$ cat config.mk
export PLATFORM = sky130hd
export DESIGN_NAME = drum_trigger_processor
export DESIGN_NICKNAME = d
export VERILOG_FILES = /design/src/rtl/drum_trigger_processor.sv
export SDC_FILE = /design/constraint.sdc
export NUM_CORES = 1
export LEC_CHECK = 0
export CAP_MARGIN = 40
export CORE_MARGIN = 3
export CORE_UTILIZATION = 56
export DETAILED_ROUTE_END_ITERATION = 16
export GPL_TIMING_DRIVEN = 0
export PLACE_DENSITY = 0.85
export SLEW_MARGIN = 20
export SYNTH_ARGS = -nofsm -noshare
export SYNTH_HDL_FRONTEND = slang
export SYNTH_SLANG_ARGS = --single-unit
$ cat constraint.sdc
create_clock -name clk -period 4.23 [get_ports clk]
set_clock_uncertainty 0.05 [all_clocks]
set_input_delay 1.269 -clock clk [delete_from_list [all_inputs] [get_ports clk]]
set_output_delay 1.269 -clock clk [all_outputs]
set_load 0.005 [all_outputs]
$ cat src/rtl/drum_trigger_processor.sv
// Drum trigger processor: detects accel_z strikes with hysteresis and refractory lockout,
// zones the yaw heading into a drum code, queues codes and hands them out one per downstream ack.
//
// Detect FSM
//   state   | meaning
//   ARMED   | waiting for accel_z to reach STRIKE_THRESH
//   STRIKE  | strike in progress, waiting for accel_z to fall to RELEASE_THRESH
//   REFRACT | lockout, counting down REFRACT_CYCLES
// TX FSM
//   state   | meaning
//   TX_IDLE | free to pop the next queued code
//   TX_WAIT | code issued, waiting for command_sent or ack timeout
module drum_trigger_processor #(
  parameter logic signed [15:0] STRIKE_THRESH  = 16'sd12000,
  parameter logic signed [15:0] RELEASE_THRESH = 16'sd4000,
  parameter logic [23:0]        REFRACT_CYCLES = 24'd1_200_000,
  parameter logic [7:0]         YAW_OFFSET     = 8'd16,
  parameter logic [15:0]        ACK_TIMEOUT    = 16'd60000,
  parameter int                 FIFO_DEPTH     = 4
) (
  input  logic               clk,
  input  logic               reset,
  input  logic               sample_valid,
  input  logic signed [15:0] accel_z,
  input  logic [7:0]         yaw,
  input  logic               command_sent,
  output logic               drum_trigger_valid,
  output logic [3:0]         drum_code,
  output logic               overflow,
  output logic [2:0]         pending
);

  localparam int AW = (FIFO_DEPTH > 1) ? $clog2(FIFO_DEPTH) : 1;
  localparam logic [2:0]    DEPTH_C = 3'(FIFO_DEPTH);
  localparam logic [AW-1:0] LAST_PTR = AW'(FIFO_DEPTH - 1);

  typedef enum logic [1:0] {ARMED, STRIKE, REFRACT} det_state_t;
  typedef enum logic {TX_IDLE, TX_WAIT} tx_state_t;

  det_state_t det_state, det_next;
  tx_state_t  tx_state, tx_next;

  logic [23:0]   refract_cnt;
  logic [15:0]   ack_timer;
  logic [7:0]    yaw_adj;
  logic [2:0]    fifo_mem [FIFO_DEPTH];
  logic [AW-1:0] wr_ptr, rd_ptr;
  logic [2:0]    count;
  logic          push, pop, full, do_push;

  assign yaw_adj = yaw + YAW_OFFSET;
  assign full    = (count == DEPTH_C);
  assign do_push = push && (!full || pop);
  assign pending = count;

  always_comb begin
    det_next = det_state;
    push     = 1'b0;
    case (det_state)
      ARMED: begin
        if (sample_valid && (accel_z >= STRIKE_THRESH)) begin
          det_next = STRIKE;
          push     = 1'b1;
        end
      end
      STRIKE: begin
        if (sample_valid && (accel_z <= RELEASE_THRESH)) det_next = REFRACT;
      end
      REFRACT: begin
        // leave on the cycle the counter steps down to zero
        if (refract_cnt <= 24'd1) det_next = ARMED;
      end
      default: det_next = ARMED;
    endcase
  end

  always_ff @(posedge clk) begin
    if (reset) begin
      det_state   <= ARMED;
      refract_cnt <= '0;
    end else begin
      det_state <= det_next;
      if (det_state == STRIKE && det_next == REFRACT)
        refract_cnt <= REFRACT_CYCLES;
      else if (det_state == REFRACT && refract_cnt != 24'd0)
        refract_cnt <= refract_cnt - 24'd1;
    end
  end

  always_comb begin
    tx_next = tx_state;
    pop     = 1'b0;
    case (tx_state)
      TX_IDLE: begin
        if (count != 3'd0) begin
          pop     = 1'b1;
          tx_next = TX_WAIT;
        end
      end
      TX_WAIT: begin
        if (command_sent || ack_timer <= 16'd1) tx_next = TX_IDLE;
      end
      default: tx_next = TX_IDLE;
    endcase
  end

  always_ff @(posedge clk) begin
    if (do_push) fifo_mem[wr_ptr] <= yaw_adj[7:5];
  end

  always_ff @(posedge clk) begin
    if (reset) begin
      wr_ptr   <= '0;
      rd_ptr   <= '0;
      count    <= '0;
      overflow <= 1'b0;
    end else begin
      if (do_push) wr_ptr <= (wr_ptr == LAST_PTR) ? '0 : wr_ptr + AW'(1);
      if (pop)     rd_ptr <= (rd_ptr == LAST_PTR) ? '0 : rd_ptr + AW'(1);
      count <= count + {2'b00, do_push} - {2'b00, pop};
      if (push && full && !pop) overflow <= 1'b1;
    end
  end

  always_ff @(posedge clk) begin
    if (reset) begin
      tx_state           <= TX_IDLE;
      ack_timer          <= '0;
      drum_trigger_valid <= 1'b0;
      drum_code          <= '0;
    end else begin
      tx_state           <= tx_next;
      drum_trigger_valid <= pop;
      if (pop) begin
        drum_code <= {1'b0, fifo_mem[rd_ptr]};
        ack_timer <= ACK_TIMEOUT;
      end else if (tx_state == TX_WAIT && ack_timer != 16'd0) begin
        ack_timer <= ack_timer - 16'd1;
      end
    end
  end

endmodule

==> summary.md, run 1 <==
| Metric | Value |
|---|---|
| Outcome | finished, final reports clean |
| Die Y | 83.4 um |
| Hold violation total from the final report | 0 |
| Routed WL | 6960 um |
| Initial antenna violation count | 0 |
| Gpl congestion | 0.793 |
| IO buf count | 31 |
| First-pass GRT wire length | 12100 um |
| Post-synthesis instance area | 0.00336 sq mm |
| Number of placement rows | 27 |
| Pre-CTS WS | 0.00589 ns |
| Flops & latches, synth | 67 |
| Peak VDD IR | 0.000345 V |
| Drt first pass iters | 4 |
| Root Buffer | clkbuf_8 |
| Chip Width | 83.4 um |
| DP Cell Count | 457 |
| Vias in the first global route | 2779 |
| Wirelength per Cell | 14.7 um |
| Initial Utilization | 59.5% |
| Total clock sinks | 67 |
| Minimum clock period | 3.83 ns |
| Full die area | 0.00696 sq mm |
| Leakage | 0.00147 uW |
| Rel. slew slack | 43.3% |
| Syn avg cell area | 9.48 sq um |
| Final worst slack | 0.403 ns |
| DRC | 0 |
| Critical path class | in2reg |
| Post-layout util | 70.7% |
| Hpwl dp | 4820 um |
| YS warnings | 0 |
| Synthesized netlist cell count | 354 |
| Share of the synthesized area in the top cell type | 32.8% |
| Setup crit end kind | flop |
| Share of post-route cells with drive strength above 1 | 10.2% |
| Slew @ Worst Pin | 0.839 ns |
| Top-count cell post-synth | dfxtp_1 |
| Post-synth EDFFs | 12 |
| Antenna fix cells | 0 |
| Io pins | 37 |
| Reg-to-reg critical path startpoint | det_state[0] |
| Core region area | 0.00564 sq mm |
| Synth-to-layout area growth | 18.8% |
| Postcts setup bufs | 0 |
| Crit path launch type | input port |
| Synth top area cells | dfxtp_1 (33%), edfxtp_1 (11%), ha_1 (4.8%) |
| Starting DRT DRC Count | 157 |
| CTS tree | yes |
| Crit-path max FO | 5 |
| Vias post-DR | 2771 |
| H-tree levels | 3 |
| Final setup violation count | 0 |
| Tcrit/Tclk final | 90.5% |
| Overflow after GRT | 0 |
| Top FF cell, synth | dfxtp_1 |
| Critical Path End | pending[2] |
| Worst R2R Setup Slack | 1.50 ns |
| Final std cells w/o fill | 473 |
| Critical path startpoint | accel_z[13] |
| CTS buffer count | 9 |
| Max Root-Sink Buffers | 2 |
| Fmax | 261 MHz |
| CP Data Arrival Time | 3.99 ns |
| Most frequent cells after synthesis | dfxtp_1 (55), nor2_1 (40), a21oi_1 (25) |
| Mapped Nets | 396 |
| Max cap viols | 0 |
| Antenna viol nets, final | 0 |
| PwrDens | 549 mW/mm^2 |
| Pin count of the biggest net entering global routing | 14 |
| Crit path required time | 4.40 ns |
| Tot GR Track Use | 21.1% |
| Layout Nets | 438 |
| Vias per cell | 5.86 |
| Total Negative Setup Slacks | 0 ns |
| Max Transition Viols Final | 0 |
| Worst Reg-to-Reg Cells | 11 |
| Yosys top cell by area | dfxtp_1 |
| Reg2Reg Capture Point | pending[2] |
| RSZ-0062 raised after global routing | no |
| Clock latency on the worst-skew pair | 0.35 ns |
| Post-synthesis async set-or-reset flop share | 0% |
| Library cells used by synthesis | 58 |
| Clk pin slew, worst setup/hold paths | 0.07 ns |
| Sequential share of the synthesized area | 43.5% |
| HP Class | reg2reg |
[worst max-delay path: stages]
cell and delay [ns]:
clkdlybuf4s50_1 0.51, nand4_1 0.10, o21ai_0 0.33, nand2_1 0.09, nor2_1 0.23, inv_1 0.16
ha_1 0.31, inv_1 0.05, ha_1 0.18, fa_1 0.37, xnor2_1 0.19, xnor2_1 0.14
nor2_1 0.06
[logic make-up after synthesis]
family / share of synthesized area [%]
buffers and inverters: 3.24
AND/OR/NAND/NOR: 23.5
flip-flops: 43.5
multiplexers: 2.61
adder cells (fa/ha/maj): 5.44
AO/OA/AOI/OAI: 14.2
other: 0.112
XOR/XNOR: 7.31
[flip-flops by register name (all words and copies together), names as in the netlist, 2 cells and up]
name / flops
ack_timer: 16
det_state: 2
drum_code: 3
fifo_mem: 12
pending: 3
rd_ptr: 2
refract_cnt: 24
wr_ptr: 2
[report_power, final]
part           internal, uW  total [uW]  leakage [uW]  switching [uW]
Clock                   335         603      0.000106             268
Combinational           336         714      0.000805             378
Sequential              754         871      0.000557             117
Total                  1430        2190       0.00147             763
[repair_timing]
action / 4_1_cts / 5_1_grt
hold buffers: 0 / 0
setup endpoints to repair: 0 / 1
resized for setup: 0 / 1
[placed cells by master (no fill, tap or decap), types with 5 or more instances in the layout]
master and n:
a211oi_1 7, a21oi_1 25, a31oi_1 8, and2_1 5, clkbuf_1 7, clkbuf_8 9, clkdlybuf4s50_1 31, dfxtp_1 55
edfxtp_1 12, ha_1 13, inv_1 13, nand2_1 21, nand3_1 9, nand4_1 5, nor2_1 40, nor2b_1 6
nor3_1 10, nor4_1 7, o21ai_0 8, o31ai_1 8, xnor2_1 13, xor2_1 15
[layer usage]
layer | GRT usage (%) | wire length, um | part of all wire [%]
met3 | 6.75 | 379 | 5.4
met1 | 24.9 | 3120 | 45
met4 | 5.85 | 78 | 1.1
met5 | 0 | 0 | 0
met2 | 36.9 | 3380 | 49
[worst min-delay path by stage]
stage                             from           end  slack (ns)  cells after the start
final                     drum_code[0]  drum_code[0]        0.41                      2
after global routing      drum_code[1]  drum_code[1]        0.43                      2
after CTS                 drum_code[0]  drum_code[0]        0.41                      2
after detailed placement  drum_code[0]  drum_code[0]        0.40                      2
after global placement    drum_code[1]  drum_code[1]        0.39                      2
after floorplan           drum_code[0]  drum_code[0]        0.40                      2
[stage by stage]
step,hold WS (ns),power [uW],instance area (sq um)
floorplan,0.403,1380,3360
global placement,0.392,1560,3760
CTS,0.411,2200,3980
finish,0.407,2190,3990
detailed placement,0.401,1580,3760
global route,0.434,2330,3990
[cell type report]
cell class	instances	area (sq um)
fillers	426	1650
repair buffers	31	310
clock buffers	9	124
multi-input cells	261	1790
clock inverters	7	101
well taps	72	90.1
inverters	13	48.8
plain buffers	13	60.1
flip-flops and latches	67	1460
Power figures use the tool's default switching activity.
==> run 2: changes to the inputs <==
--- a/config.mk
+++ b/config.mk
@@ -9,6 +9,7 @@
 export CORE_MARGIN = 3
 export CORE_UTILIZATION = 56
 export DETAILED_ROUTE_END_ITERATION = 16
+export GPL_ROUTABILITY_DRIVEN = 0
 export GPL_TIMING_DRIVEN = 0
 export PLACE_DENSITY = 0.85
 export SLEW_MARGIN = 20
==> constraint.sdc (replaced) <==
create_clock -name clk -period 4.15 [get_ports clk]
set_clock_uncertainty 0.05 [all_clocks]
set_input_delay 1.245 -clock clk [delete_from_list [all_inputs] [get_ports clk]]
set_output_delay 1.245 -clock clk [all_outputs]
set_load 0.005 [all_outputs]
==> results of run 2 <==
Same layout as run 1 (identical final DEF). Status: finished, final reports clean.
Main changes from that run: setup slack after placement 0.00589 ns -> -0.0501 ns; setup slack after layout 0.403 ns -> 0.347 ns; register-to-register setup slack 1.50 ns -> 1.42 ns; total power 2190 uW -> 2230 uW; worst IR drop on VDD 0.000345 V -> 0.000352 V
